File: src/rtl/hazard_stall_unit.sv
// hazard_stall_unit
// Pipeline hazard control: decides when to stall, hold or flush the pipeline
// registers for hazards that bypassing cannot cover (load-use, multi-cycle
// MUL/DIV occupancy of EX, and control redirects resolved in EX). Also keeps a
// saturating count of PC-stall cycles.
//
// Ports:
//   clk, rstn          clock (rising edge), synchronous active-low reset
//   IFID_rs1/rs2       source registers of the ID instruction
//   ID_use_rs1/rs2     ID instruction actually reads rs1/rs2
//   IDEX_memread       EX instruction is a load
//   IDEX_regwrite      EX instruction writes rd
//   IDEX_rd            destination of the EX instruction
//   IDEX_md            EX instruction is MUL/DIV
//   EX_redirect        taken branch/jump resolved in EX
//   pc_stall           hold PC
//   IFID_stall/flush   hold / clear IF/ID
//   IDEX_stall/flush   hold / bubble ID/EX
//   EXMEM_flush        bubble EX/MEM
//   md_busy            MUL/DIV sequencer is in its busy state
//   md_done            one-cycle pulse, MUL/DIV result valid
//   stall_cycles       saturating count of cycles with pc_stall=1
module hazard_stall_unit #(
  parameter int unsigned MD_CYCLES = 8,
  parameter int unsigned CNT_W     = 8,
  parameter int unsigned PERF_W    = 32
) (
  input  logic              clk,
  input  logic              rstn,
  input  logic [4:0]        IFID_rs1,
  input  logic [4:0]        IFID_rs2,
  input  logic              ID_use_rs1,
  input  logic              ID_use_rs2,
  input  logic              IDEX_memread,
  input  logic              IDEX_regwrite,
  input  logic [4:0]        IDEX_rd,
  input  logic              IDEX_md,
  input  logic              EX_redirect,
  output logic              pc_stall,
  output logic              IFID_stall,
  output logic              IFID_flush,
  output logic              IDEX_stall,
  output logic              IDEX_flush,
  output logic              EXMEM_flush,
  output logic              md_busy,
  output logic              md_done,
  output logic [PERF_W-1:0] stall_cycles
);

  typedef enum logic [0:0] {StIdle, StBusy} md_state_e;

  md_state_e           state_q, state_d;
  logic [CNT_W-1:0]    cnt_q, cnt_d;
  logic [PERF_W-1:0]   perf_q, perf_d;

  logic lu;
  logic md_stall;

  // Load-use: a load in EX feeds a register the ID instruction reads. x0 never
  // counts since it is hard-wired to zero.
  always_comb begin
    lu = IDEX_memread & IDEX_regwrite & (IDEX_rd != 5'd0) &
         ((ID_use_rs1 & (IDEX_rd == IFID_rs1)) |
          (ID_use_rs2 & (IDEX_rd == IFID_rs2)));
  end

  // The stall starts in the IDLE cycle the MUL/DIV reaches EX, so it covers
  // exactly MD_CYCLES cycles; the final BUSY cycle (cnt==0) lets it advance.
  always_comb begin
    md_stall = ((state_q == StIdle) & IDEX_md) |
               ((state_q == StBusy) & (cnt_q != '0));
  end

  always_comb begin
    state_d = state_q;
    cnt_d   = cnt_q;
    md_done = 1'b0;
    unique case (state_q)
      StIdle: begin
        if (IDEX_md) begin
          state_d = StBusy;
          cnt_d   = CNT_W'(MD_CYCLES - 1);
        end
      end
      StBusy: begin
        if (cnt_q != '0) begin
          cnt_d = cnt_q - 1'b1;
        end else begin
          state_d = StIdle;
          md_done = 1'b1;
        end
      end
      default: begin
        state_d = StIdle;
        cnt_d   = '0;
      end
    endcase
  end

  // MUL/DIV freeze outranks everything: EX holds its instruction, so nothing
  // behind it may be flushed. A redirect outranks load-use because the ID
  // instruction is on the wrong path and is discarded instead of held.
  always_comb begin
    pc_stall    = md_stall | (lu & ~EX_redirect);
    IFID_stall  = pc_stall;
    IDEX_stall  = md_stall;
    EXMEM_flush = md_stall;
    IDEX_flush  = ~md_stall & (lu | EX_redirect);
    IFID_flush  = ~md_stall & EX_redirect;
    md_busy     = (state_q == StBusy);
  end

  always_comb begin
    perf_d = perf_q;
    if (pc_stall && !(&perf_q)) begin
      perf_d = perf_q + 1'b1;
    end
  end

  assign stall_cycles = perf_q;

  always_ff @(posedge clk) begin
    if (!rstn) begin
      state_q <= StIdle;
      cnt_q   <= '0;
      perf_q  <= '0;
    end else begin
      state_q <= state_d;
      cnt_q   <= cnt_d;
      perf_q  <= perf_d;
    end
  end

endmodule

File: config.mk
export PLATFORM = sky130hd
export DESIGN_NAME = hazard_stall_unit
export DESIGN_NICKNAME = d
export VERILOG_FILES = /design/src/rtl/hazard_stall_unit.sv
export SDC_FILE = /design/constraint.sdc
export NUM_CORES = 1
export LEC_CHECK = 0
export CAP_MARGIN = 5
export CORE_MARGIN = 1
export CORE_UTILIZATION = 57
export DETAILED_ROUTE_END_ITERATION = 10
export DONT_BUFFER_PORTS = 1
export HOLD_SLACK_MARGIN = 0.08
export PLACE_DENSITY = 0.75
export SLEW_MARGIN = 20
export SYNTH_ARGS = -nofsm -noshare
export SYNTH_HDL_FRONTEND = slang
export SYNTH_SLANG_ARGS = --single-unit
File: constraint.sdc
create_clock -name clk -period 2.3 [get_ports clk]
set_clock_uncertainty 0.1 [all_clocks]
set_input_delay 0.69 -clock clk [delete_from_list [all_inputs] [get_ports clk]]
set_output_delay 0.69 -clock clk [all_outputs]
set_load 0.05 [all_outputs]
==> results.md <==
- Crit. End Element: output pin
- Met3 wire length: around 850 µm
- Setup violations, final: 27
- Die height: 65.2 µm
- Starting Density: 60.8%
- Final hold vios: 0
- Final hold slack: between 0.4 and 0.5 ns
- CTS max path bufs: 2
- Via count: about 2700
- CTS tree: built
- Pint: 0.00122 W
- Sequential share of power: 42.7%
- Comb power frac: 28.9%
- Post-synthesis sequential area ratio: 36.1%
- Yosys warnings: 0
- Reg2Reg Setup Slack: -0.11 ns
- Avg Inst Size Synth: 8.31 µm²
- Post-route DRC: 0
- WHS Endpoint: stall_cycles[19]$_SDFFE_PN0P_
- Die area: 0.00425 mm²
- Cell taking the most area after synthesis: dfxtp_1
- Worst-path clk slew: 0.08 ns
- Remaining Overflow, GRT: 0
- RSZ-0062 raised after global routing: yes
- Clock sink count: between 40 and 50
- Compound-cell area share of the yosys netlist: 16.7%
- Max layer used: met4
- Switch Pwr: 0.000570 W
- Synth cell types: 45
- Fillers: 148
- Root Buffer Master: clkbuf_8
- Met2 wire len: 4.28 mm
- Hold Crit Depth: 1
- Violations in the final reports: negative setup slack
- Mapped Cells: between 200 and 300
- R2r startpoint: stall_cycles[6]$_SDFFE_PN0P_
- Post-synthesis cell area: 0.00228 mm²
- GRT Total Usage: 30.9%
- Number of antenna diodes: 0
- EDFF count, synth: 0
- Final setup margin: -0.302 ns
- Worst vdd rail ir drop: 0.000427 V
- Slew margin rel.: 68.2%
- Max incr delay on CP: 0.23 ns
- Async set-reset flop share out of synthesis: 0%
- Crit path kind: input pin to output pin
- Pwr Total: between 0.0015 and 0.002 W
- Inserted Clock Buffers: 5
- Port-buffer cells: 0
- Crit path time final: 2.60 ns
- Die Width: 65.2 µm
- Ports: 63
- H-tree depth: 2
- R2R depth: 9
- Leak Pwr: 1.27 nW
- Final worst-path cycle share: 113%
- Max-Cap Viols: 0
- Worst Hold Launch: rstn
- CP Cell Sequence: xnor2_2 -> nand4_1 -> o22ai_2 -> nand2_2 -> o21ai_4 -> buf_12
- Synth Area in XOR/XNOR: 7.31%
- CP Data Arrival Time: 1.81 ns
- Main combinational cell family by area after synthesis: simple AND/OR/NAND/NOR gates
- Post-synth top area share: 36.1%
- WP buf/inv: 1
- Final nets: 370
- Largest net degree at the start of global routing: 20
- Clock latency on the worst-skew pair: 0.30 ns
- CP max-delay cell: o22ai_2
- Layout area overhead: 46.3%
- Synth Flop Type: dfxtp_1
- Post-Synth Simple-Gate Area: approximately 32%
- Routability cong.: between 0.8 and 0.9
- Wire per inst: 22.7 µm
- Antenna violations before repair: 0
- Tightest Pin Transition: 0.472 ns
- Drt first pass iters: 7
- Top post-synthesis cells by area: dfxtp_1 36%, xnor2_1 5.4%, a21oi_1 4.8%, or3_1 3.8%, nand2_1 3.8%
- Sw frac: 31.9%
- Status: complete, but fails checks
- Clk pwr share: 28.3%
- Met1 wire length: 3.03 mm
- Total length of routed wires: 8.88 mm
- F_max: 384 MHz
- Post-Synth Adder-Cell Area: approximately 1.6%
- Post-layout util: 88.9%
- Share of post-route cells with drive strength above 1: 38.4%
- #FFs+latches synth: 41
- First-pass GRT wire length: 10.1 mm
- FF-to-FF End: stall_cycles[9]$_SDFFE_PN0P_
- Rows: 22
- Final Max Tran Viols: 0
- Hpwl dp: 4.30 mm
- DR iter-0 viols: 245
- Net count after synthesis: 300
- Core area: ~0.0037 mm²
- Vias per cell: a little under 7
- Worst setup SP type: input pin
- Top delay family on crit path: compound AO/OA/AOI/OAI gates
- Crit path max fanout: 3
- Hold crit path type: input pin to register
- P per Cell Area: ~540 mW/mm²
- Multiplexer share of the synthesized area: 2.20%
- CP required: 1.51 ns
- DRT antenna net count: 0
- Vias in the first global route: ~2300
==> state kept, by name, indices dropped and copies added, names as in the netlist <==
name / count
cnt_q: 8
md_busy: 1
stall_cycles: 32
==> area by class of cell <==
class | instances | area [µm²] | share of cell area (%)
tap | 48 | 60.1 | 1.80
clock inverter | 1 | 7.51 | 0.225
inverter | 6 | 25.0 | 0.752
multi-input combinational | 216 | 1630 | 49.1
clock buffer | 6 | 82.6 | 2.48
timing repair buffer | 74 | 688 | 20.7
sequential | 41 | 832 | 25.0
==> synthesized netlist by cell type, types with 2 or more instances <==
library cell,count
nor4_1,4
or4_1,6
or3_1,14
ha_1,3
and2_1,4
nor2_1,22
o31ai_1,7
nand2b_1,7
nand4_1,13
clkbuf_1,4
and4_1,8
buf_4,2
inv_2,2
nand3_1,13
and3_1,6
nor3_1,3
xor2_1,5
o21ai_0,15
buf_2,4
xnor2_1,14
o21a_1,3
a21oi_1,22
mux2i_1,5
nand2_1,23
inv_1,4
a211oi_1,2
dfxtp_1,41
==> what timing repair did <==
item,CTS,global route
gates resized for setup,7,45
endpoints found under the setup margin,6,35
gates cloned,0,2
hold buffers,0,0
setup buffers,6,10
pin swaps,6,20
==> metrics by stage <==
stage | TNS [ns] | worst slack, ns | area (µm²) | cells
2_1_floorplan | -0.743 | -0.355 | 2350 | 274
3_3_place_gp | -0.792 | -0.134 | 2830 | 368
3_5_place_dp | -1.63 | -0.177 | 2830 | 368
4_1_cts | -1.12 | -0.218 | 2990 | 381
5_1_grt | -5.56 | -0.382 | 3330 | 392
6_report | -3.16 | -0.302 | 3330 | 392
==> cell usage in the layout (no fill, tap or decap), types with 7 or more instances in the layout <==
| cell | count |
|---|---|
| nand2b_1 | 7 |
| o31ai_1 | 7 |
| nand3_1 | 12 |
| a21oi_1 | 16 |
| o21ai_0 | 11 |
| or3_1 | 11 |
| dfxtp_2 | 9 |
| buf_4 | 61 |
| dfxtp_1 | 32 |
| nand4_1 | 13 |
| nand2_1 | 22 |
| and4_1 | 8 |
| nor2_1 | 21 |
==> power groups by stage <==
stage / sequential [W] / clock (W) / combinational (W)
after floorplan: 0.000813 / 0 / 0.000250
after global placement: 0.000776 / 0 / 0.000381
after detailed placement: 0.000777 / 0 / 0.000392
after CTS: 0.000762 / 0.000487 / 0.000418
after global routing: 0.000767 / 0.000534 / 0.000539
final: 0.000764 / 0.000506 / 0.000517
==> metal layers <==
layer / global-route usage [%] / vias to the layer above
met5: 0 / -
met4: 15.2 / 0
met1: 35.6 / 1258
met2: 53.0 / 179
met3: 7.47 / 75
li1: - / 1158
==> worst max path at each step <==
stage | from | endpoint | slack (ns) | cells after the start
2_1_floorplan | IDEX_rd[4] | pc_stall | -0.36 | 6
3_3_place_gp | IDEX_rd[3] | pc_stall | -0.13 | 6
3_5_place_dp | IDEX_rd[4] | pc_stall | -0.18 | 6
4_1_cts | cnt_q[3]$_SDFFE_PN0P_ | IDEX_flush | -0.22 | 6
5_1_grt | IDEX_rd[0] | pc_stall | -0.38 | 6
6_report | IDEX_rd[0] | pc_stall | -0.30 | 6
==> cell families (layout without fill, tap and decap cells) <==
family,Yosys count,in the layout
multiplexers,5,5
AO/OA/AOI/OAI,60,60
flip-flops,41,41
XOR/XNOR,19,19
adder cells (fa/ha/maj),3,3
buffers and inverters,17,87
AND/OR/NAND/NOR,129,129
Note: power is estimated with default switching activity, not from simulation.
